[src/rtl/mem_access_unit_pkg.sv]
// Shared definitions for the memory-stage load/store unit: memory op
// encodings, completion status codes, FSM states and decode helpers.
package mem_pkg;

    typedef enum logic [2:0] {
        MEMOP_LB  = 3'd0,
        MEMOP_LBU = 3'd1,
        MEMOP_LH  = 3'd2,
        MEMOP_LHU = 3'd3,
        MEMOP_LW  = 3'd4,
        MEMOP_SB  = 3'd5,
        MEMOP_SH  = 3'd6,
        MEMOP_SW  = 3'd7
    } mem_op_e;

    typedef enum logic [1:0] {
        ERR_OK      = 2'b00,
        ERR_ALIGN   = 2'b01,
        ERR_TIMEOUT = 2'b10
    } err_e;

    typedef enum logic [1:0] {
        ST_IDLE = 2'd0,
        ST_REQ  = 2'd1,
        ST_RESP = 2'd2
    } state_e;

    // Store ops occupy the upper encodings SB..SW.
    function automatic logic is_store(input logic [2:0] op);
        return (op == MEMOP_SB) || (op == MEMOP_SH) || (op == MEMOP_SW);
    endfunction

    // Halfword ops need an even address, word ops a word-aligned one.
    function automatic logic is_misaligned(input logic [2:0] op, input logic [1:0] addr_lo);
        logic w_half;
        logic w_word;
        w_half = (op == MEMOP_LH) || (op == MEMOP_LHU) || (op == MEMOP_SH);
        w_word = (op == MEMOP_LW) || (op == MEMOP_SW);
        return (w_half && addr_lo[0]) || (w_word && (addr_lo != 2'b00));
    endfunction

endpackage

[src/rtl/mem_access_unit_load_align.sv]
// Load alignment: picks the addressed byte/halfword lane out of a memory
// word and sign- or zero-extends it. Purely combinational so the
// single-cycle datapath's writeback path can share it.
module load_align
    import mem_pkg::*;
(
    input  logic [2:0]  i_mem_op,
    input  logic [1:0]  i_addr_lo,
    input  logic [31:0] i_dm_rdata,
    output logic [31:0] o_rdata
);

    logic [7:0]  w_byte;
    logic [15:0] w_half;

    // Select the addressed byte and halfword lanes (little-endian).
    always_comb begin
        // NOTE: every signal written in an always_comb gets a default first so no path leaves it unassigned and infers a latch.
        w_byte = i_dm_rdata[7:0];
        case (i_addr_lo)
            2'd1:    w_byte = i_dm_rdata[15:8];
            2'd2:    w_byte = i_dm_rdata[23:16];
            2'd3:    w_byte = i_dm_rdata[31:24];
            default: w_byte = i_dm_rdata[7:0];
        endcase
        w_half = i_addr_lo[1] ? i_dm_rdata[31:16] : i_dm_rdata[15:0];
    end

    // Extend the selected lane according to the load type; words pass through.
    always_comb begin
        o_rdata = i_dm_rdata;
        case (i_mem_op)
            MEMOP_LB:  o_rdata = {{24{w_byte[7]}}, w_byte};
            MEMOP_LBU: o_rdata = {24'd0, w_byte};
            MEMOP_LH:  o_rdata = {{16{w_half[15]}}, w_half};
            MEMOP_LHU: o_rdata = {16'd0, w_half};
            default:   o_rdata = i_dm_rdata;
        endcase
    end

endmodule

[src/rtl/mem_access_unit.sv]
// Memory-stage load/store unit. Latches one request from the EX stage,
// rejects misaligned accesses, runs a req/ack transfer to data memory with
// a wait-state timeout, and returns aligned load data plus a done pulse.
module mem_access_unit
    import mem_pkg::*;
#(
    parameter int TIMEOUT          = 16,
    parameter bit ZERO_STORE_RDATA = 1'b1
) (
    input  logic        clk,
    input  logic        rst,
    input  logic        start,
    input  logic [2:0]  mem_op,
    input  logic [31:0] addr,
    input  logic [31:0] wdata_in,
    output logic        busy,
    output logic        done,
    output logic [31:0] rdata,
    output logic [1:0]  err,
    output logic        dm_req,
    output logic        dm_we,
    output logic [31:0] dm_addr,
    output logic [3:0]  dm_be,
    output logic [31:0] dm_wdata,
    input  logic [31:0] dm_rdata,
    input  logic        dm_ack
);

    state_e      r_state;
    state_e      w_next_state;
    logic [2:0]  r_op;
    logic [1:0]  r_addr_lo;
    logic [7:0]  r_cnt;
    logic [31:0] r_rdata;
    logic [1:0]  r_err;
    logic        r_dm_we;
    logic [31:0] r_dm_addr;
    logic [3:0]  r_dm_be;
    logic [31:0] r_dm_wdata;

    logic [3:0]  w_be;
    logic [31:0] w_wdata;
    logic [31:0] w_load_data;
    logic        w_misaligned;
    logic        w_limit;

    assign w_misaligned = is_misaligned(mem_op, addr[1:0]);
    assign w_limit      = (r_cnt == 8'(TIMEOUT - 1));

    // Store byte enables and lane-replicated data from the incoming request.
    always_comb begin
        w_be    = 4'b1111;
        w_wdata = wdata_in;
        case (mem_op)
            MEMOP_SB: begin
                w_be    = 4'b0001 << addr[1:0];
                w_wdata = {4{wdata_in[7:0]}};
            end
            MEMOP_SH: begin
                w_be    = addr[1] ? 4'b1100 : 4'b0011;
                w_wdata = {2{wdata_in[15:0]}};
            end
            default: begin
                w_be    = 4'b1111;
                w_wdata = wdata_in;
            end
        endcase
    end

    load_align u_load_align (
        .i_mem_op   (r_op),
        .i_addr_lo  (r_addr_lo),
        .i_dm_rdata (dm_rdata),
        .o_rdata    (w_load_data)
    );

    // State register; reset drops dm_req immediately and abandons the access.
    always_ff @(posedge clk or posedge rst) begin
        // NOTE: sequential state uses non-blocking assignments so every register samples pre-edge values, whatever the block order.
        if (rst) begin
            r_state <= ST_IDLE;
        end else begin
            r_state <= w_next_state;
        end
    end

    // Next-state decode and state-derived handshake outputs.
    always_comb begin
        w_next_state = r_state;
        busy         = 1'b0;
        done         = 1'b0;
        dm_req       = 1'b0;
        case (r_state)
            ST_IDLE: begin
                if (start) begin
                    w_next_state = w_misaligned ? ST_RESP : ST_REQ;
                end
            end
            ST_REQ: begin
                busy   = 1'b1;
                dm_req = 1'b1;
                if (dm_ack || w_limit) begin
                    w_next_state = ST_RESP;
                end
            end
            ST_RESP: begin
                busy         = 1'b1;
                done         = 1'b1;
                w_next_state = ST_IDLE;
            end
            default: begin
                w_next_state = ST_IDLE;
            end
        endcase
    end

    // Request latching, wait counter and result capture.
    always_ff @(posedge clk or posedge rst) begin
        // NOTE: datapath registers are reset as well, since rdata/err/dm_* are observable outputs whose reset value is defined as zero.
        if (rst) begin
            r_op       <= '0;
            r_addr_lo  <= '0;
            r_cnt      <= '0;
            r_rdata    <= '0;
            r_err      <= '0;
            r_dm_we    <= 1'b0;
            r_dm_addr  <= '0;
            r_dm_be    <= '0;
            r_dm_wdata <= '0;
        end else begin
            case (r_state)
                ST_IDLE: begin
                    r_cnt <= '0;
                    if (start) begin
                        r_op       <= mem_op;
                        r_addr_lo  <= addr[1:0];
                        r_dm_addr  <= {addr[31:2], 2'b00};
                        r_dm_be    <= w_be;
                        r_dm_wdata <= w_wdata;
                        r_dm_we    <= is_store(mem_op);
                        if (w_misaligned) begin
                            r_rdata <= '0;
                            r_err   <= ERR_ALIGN;
                        end
                    end
                end
                ST_REQ: begin
                    // Ack takes priority over the timeout limit in the same cycle.
                    if (dm_ack) begin
                        r_rdata <= (ZERO_STORE_RDATA && is_store(r_op)) ? 32'd0 : w_load_data;
                        r_err   <= ERR_OK;
                    end else if (w_limit) begin
                        r_rdata <= '0;
                        r_err   <= ERR_TIMEOUT;
                    end else begin
                        r_cnt <= r_cnt + 8'd1;
                    end
                end
                ST_RESP: begin
                    r_cnt <= '0;
                end
                default: begin
                    r_cnt <= '0;
                end
            endcase
        end
    end

    assign rdata    = r_rdata;
    assign err      = r_err;
    assign dm_we    = r_dm_we;
    assign dm_addr  = r_dm_addr;
    assign dm_be    = r_dm_be;
    assign dm_wdata = r_dm_wdata;

endmodule

[config.mk]
export PLATFORM = sky130hd
export DESIGN_NAME = mem_access_unit
export DESIGN_NICKNAME = d
export VERILOG_FILES = /design/src/rtl/mem_access_unit_pkg.sv /design/src/rtl/mem_access_unit_load_align.sv /design/src/rtl/mem_access_unit.sv
export SDC_FILE = /design/constraint.sdc
export NUM_CORES = 1
export LEC_CHECK = 0
export ABC_AREA = 1
export ABC_CLOCK_PERIOD_IN_PS = 5350
export CAP_MARGIN = 20
export CELL_PAD_IN_SITES_DETAIL_PLACEMENT = 2
export CELL_PAD_IN_SITES_GLOBAL_PLACEMENT = 2
export CORE_MARGIN = 2
export CORE_UTILIZATION = 27
export CTS_BUF_LIST = sky130_fd_sc_hd__clkbuf_8
export DETAILED_ROUTE_END_ITERATION = 8
export MAX_ROUTING_LAYER = met4
export PLACE_DENSITY_LB_ADDON = 0.1
export SLEW_MARGIN = 20
export SYNTH_ARGS = -nofsm -noshare
export SYNTH_HDL_FRONTEND = slang
export SYNTH_SLANG_ARGS = --single-unit
[constraint.sdc]
create_clock -name clk -period 5.35 [get_ports clk]
set_input_delay 0.8025 -clock clk [delete_from_list [all_inputs] [get_ports clk]]
set_output_delay 0.8025 -clock clk [all_outputs]
set_load 0.02 [all_outputs]
# Yosys cells after proc, flatten, opt, wreduce, memory -nomap -nowiden
# Cells that the tools add are included.
# word_totals
ff_bits	116
in_bits	103
output_inout_bits	106
wordCells	83
# op_classes
add_sub_neg	1
eq_ne	24
shifts	1
mux	27
n_reduce_logical	20
# op_table
cell	count
two-way mux 32 bit	5
one-hot mux 32 bit (2 select lines)	2
one-hot mux 32 bit (4 select lines)	1
two-way mux 8 bit	3
one-hot mux 8 bit (3 select lines)	1
equality test 3 bit (second input constant)	7
two-way mux 16 bit	1
two-way mux 2 bit	7
equality test 3 x 2 -> 1 bit (second input constant)	4
inequality test 2 bit (second input constant)	5
logical OR 1 bit	9
adder 8 x 1 -> 8 bit (second input constant)	1
equality test 8 x 4 -> 1 bit (second input constant)	1
one-hot mux 2 bit (2 select lines)	2
one-hot mux 4 bit (2 select lines)	1
equality test 2 bit (second input constant)	3
AND reduction 2 bit	3
equality test 2 x 1 -> 1 bit (second input constant)	2
two-way mux 4 bit	1
AND reduction 4 bit	1
nonzero test 2 bit	2
<< shifter 1 x 2 -> 4 bit (first input constant)	1
equality test 3 x 1 -> 1 bit (second input constant)	1
zero test 3 bit	1
5 further kinds	8

# Longest topological paths before layout
# logic_depth
depth_word	8
ltp_mapped	10
depth_no_buf	9

# Cells and area by module
# Synthesis repeated with hierarchy kept, for this count alone.
# unflattened
hier_cells	819
area_unflattened_um2	6033.3
# modules_own_cells
mod	n_inst	cells_each	area_each_um2	seq_area_each_um2
mem_access_unit	1	649	5185.0	2902.8
load_align	1	170	848.3	0.0

# Worst setup path after synthesis
# OpenSTA, ideal clock, no wires.
# synth_timing
path_kind	reg-to-reg
startpoint	register r_state[1]
endpoint	register r_rdata[7] (netlist: rdata[7])
setup_ns	0.066
arrival_time_ns	1.740
t_required_ns	5.284
path_slack_ns	3.544
stages_incl_launch_ff	11
path_buffers	2
synth_period_minus_slack_ns	1.806
cell_sequence	dfrtp_1 -> inv_1 -> ha_1 -> buf_2 -> nand2_1 -> nor2_4 -> buf_2 -> nand2_1 -> nor3_1 -> nand2_1 -> nand2_1
# synth_between
elab_chain_cells	3
elab_cells_between_ends	8
cone_classes	4 x eq/ne; 1 x mux; 3 x reduce/logical
# synth_rtl
item	line_no	rtl
from (decl)	mem_access_unit.sv:29	state_e r_state;
from (signal assigned)	mem_access_unit.sv:83	r_state <= w_next_state;
equality test 2 x 1 -> 1 bit / zero test 2 bit (equally long branches)	mem_access_unit.sv:131	case (r_state)
inequality test 3 bit (no line) (tied with other cells)	n/a	
AND reduction 4 bit (no line)	n/a	
to (signal assigned)	mem_access_unit.sv:150	r_rdata <= (ZERO_STORE_RDATA && is_store(r_op)) ? 32'd0 : w_load_data;
to (decl)	mem_access_unit.sv:34	logic [31:0] r_rdata;
# Several ways; a longest one is shown, not always the timed one.
# A chain may end at the register's enable or synchronous reset.

# Worst setup path after layout
# layout_timing
startpoint	register r_state[1]
endpoint	output port dm_req
# layout_between
elab_chain_cells	2
# layout_rtl
item	line_no	rtl
equality test 2 x 1 -> 1 bit	mem_access_unit.sv:93	case (r_state)
two-way mux 1 bit	mem_access_unit.sv:93	
to (decl)	mem_access_unit.sv:20	output logic dm_req,
# No other way between the ends.

==> summary.txt <==
Place
  – Detail Placement HPWL: approximately 16000 µm
  – Worst slack at placement: 2180 ps
  – I/O Buffers: 206
  – Placed instance count: 1226
  – GP Congestion: 0.748
  – Post-placement cell area: between 8000 and 9000 µm²

Critical path
  – Crit path kind: flip-flop to primary output
  – CP cell instances: inv_1 > ha_1 > clkdlybuf4s50_1
  – CP top delay family: buffers and inverters
  – CP Depth: 3
  – RR Endpoint: err[0]$_DFFE_PP0P_
  – End of the critical path: dm_req
  – CP Launch Type: flip-flop
  – Critical path peak fanout: 12
  – Crit. End Element: primary output
  – Largest stage delay, worst path: around 700 ps
  – Register-to-register setup slack: about 2700 ps
  – WP buf/inv: 2
  – Crit path launch: r_state[1]$_DFFE_PP0P_
  – FF-to-FF Start: r_state[1]$_DFFE_PP0P_
  – Max stage delay cell, worst path: clkdlybuf4s50_1
  – Crit path arrival time: 2110 ps
  – CP required: 4550 ps
  – FF-to-FF path depth: 7

Power
  – Peak supply drop: 0.210 mV
  – Post-route total power: 5.06 mW
  – Leak: roughly 4 nW
  – Pwr dens: 590 nW/µm²

Die
  – Die W: 152 µm
  – Starting Density: 0.274
  – Row cnt: 54
  – # IOs: 209
  – Die area: 23200 µm²
  – Area of the core: 21700 µm²
  – Overall die height: 152 µm

Route
  – Wire length per cell: 17.8 µm
  – Via density: approximately 4.8
  – Via count: 6003
  – Initial DRT Pass Iterations: 4
  – # DRC: 0
  – DRT iter0 DRCs: 218
  – Total Wirelength: about 22000 µm
  – DRT antenna net count: 0

Timing
  – Fin worst setup slack: 2440 ps
  – RSZ-0062 raised after global routing: false
  – Hold Fails Final Rpt: 0
  – Final setup viols: 0
  – Layout Skew: roughly 11 ps
  – Worst Tran Pin Value: 1000 ps
  – Period utilization: 0.545
  – Achievable Freq: between 300 and 400 MHz
  – Hold WS: 482 ps
  – Slew Viols, Final: 0
  – Post-route minimum period: 2910 ps
  – Slew margin rel.: 0.328
  – Total negative setup slack: 0 ps

Yosys
  – Post-synth top area cell: dfrtp_1
  – EDFF count, synth: 0
  – Avg Synthesized Cell Area: roughly 7.6 µm²
  – Yosys warns: 0
  – Syn Std Cell Area: 5940 µm²
  – Fraction of registers with async set/reset: 1.00
  – Flop and latch count out of synthesis: 116
  – Largest cells by area after synthesis: dfrtp_1, nand2_1, o21ai_0, nand3_1, a21oi_1
  – Ys flop type: dfrtp_1
  – Synth top area share: 0.489
  – Distinct cells, synth: 34
  – Cells after synthesis: 777
  – Sequential area share after synthesis: 0.489

Status
  – Run status: completed

Final layout
  – Multi-input logic area: 2630 µm²
  – Post-route cell area: 8570 µm²
  – Sequential Area: 2900 µm²
  – Layout Utilization: 0.395
  – # fillers: 2502
  – Number of diodes: 0
  – Final net count: 1072
  – Fin cells: between 1k and 1.5k
  – Synth-to-layout area growth: 44.4%
  – Layout cells sized above 1: 0.0624

Global route
  – Number of global-route vias before repair: 6610
  – First-pass GRT wire length: between 30000 and 40000 µm
  – Pin count of the biggest net entering global routing: 88
  – GR Util All Layers: 0.206
  – Overflow after GRT: 0
  – Initial antenna violation count: 0

Clocking
  – Setup bufs post-CTS: 0
  – Sink Count: about 120
  – TritonCTS clock tree: done
  – CTS resizes: 0
  – Root Driver: clkbuf_8
  – Worst skew pair latency: 440 ps
  – Htree depth: 4
  – Clock buffer count from CTS: 17
  – CTS clock-pin slew for the worst setup and hold paths: 70 ps
  – Clock buffer depth: 2
  – Cts-stage hold buffer count: 0

Flow run
  – Max-Cap Viols: 0

Worst hold path
  – Hold crit path type: flip-flop to flip-flop
==> state kept, by name (all words and copies together) (netlist names) <==
name,flops
dm_addr,30
dm_be,4
dm_wdata,32
dm_we,1
err,2
r_addr_lo,2
r_cnt,8
r_op,3
r_state,2
rdata,32
==> power breakdown <==
| group | internal [mW] | switching [mW] | leakage [nW] |
|---|---|---|---|
| registers | 1.26 | 0.240 | 1.49 |
| clock network | 0.477 | 0.383 | 0.224 |
| logic | 1.05 | 1.65 | 2.33 |
| total | 2.78 | 2.28 | 4.04 |
==> cell type report <==
cell class / instances / share of cell area
clock buffers: 19 / 0.0305
clock inverters: 13 / 0.0166
inverters: 47 / 0.0209
multi-input cells: 571 / 0.307
flip-flops and latches: 116 / 0.339
well taps: 280 / 0.0409
repair buffers: 212 / 0.246
==> kinds of logic after synthesis <==
family | synth area share
compound gates | 0.142
simple gates | 0.288
fa+ha+maj | 0.00843
xor+xnor | 0.00295
flops | 0.489
buf+inv | 0.0695
other cells | 0.000632
==> worst min path at each step <==
stage | end | from | slack (ps) | cells past startpoint
6_report | dm_addr[2]$_DFFE_PP0P_ | dm_addr[2]$_DFFE_PP0P_ | 480 | 2
5_1_grt | dm_addr[8]$_DFFE_PP0P_ | dm_addr[8]$_DFFE_PP0P_ | 510 | 2
4_1_cts | dm_wdata[1]$_DFFE_PP0P_ | dm_wdata[1]$_DFFE_PP0P_ | 490 | 2
3_5_place_dp | dm_addr[11]$_DFFE_PP0P_ | dm_addr[11]$_DFFE_PP0P_ | 470 | 2
3_3_place_gp | dm_addr[7]$_DFFE_PP0P_ | dm_addr[7]$_DFFE_PP0P_ | 460 | 2
2_1_floorplan | r_cnt[0]$_DFFE_PP0P_ | r_cnt[0]$_DFFE_PP0P_ | 470 | 1
==> worst reg2reg max path: stages (launching register included) <==
cell	delay [ps]
dfrtp_1	400
inv_1	100
ha_1	470
nand2_1	100
o21bai_4	210
nand2_2	740
nor2_8	240
o21a_1	260
==> synthesized netlist by cell type, drive strengths merged, types with 5 or more instances <==
library cell	number
nand2	292
inv	45
nor3	12
or2	5
nor2	46
o211ai	13
dfrtp	116
a21oi	39
o21ai	96
buf	23
clkbuf	21
nand3	52
==> routing by layer <==
layer  track usage  routed length [µm]  up-vias
met3        0.0697                1420       18
met1         0.259               10100     2971
met5             -                   0        -
li1              -                   -     2879
met2         0.322               10700      135
met4        0.0445                 251        0
==> cell usage in the layout, fill, tap and decap left out, types with 3 or more instances in the layout <==
cell / Yosys / routed
nand2_1: 289 / 288
buf_4: 2 / 6
ha_1: 4 / 4
nand3_1: 46 / 46
inv_2: 6 / 6
clkdlybuf4s50_1: 0 / 206
nor2_1: 42 / 42
o21ai_0: 93 / 93
a21oi_1: 39 / 39
clkbuf_8: 0 / 19
o211ai_1: 13 / 13
nor3_1: 12 / 12
o22ai_1: 4 / 4
dfrtp_1: 116 / 116
nand3_2: 5 / 5
inv_1: 39 / 42
bufinv_16: 0 / 3
o21ai_1: 3 / 3
clkinv_2: 0 / 4
or2_2: 5 / 5
Power figures use the tool's default switching activity.
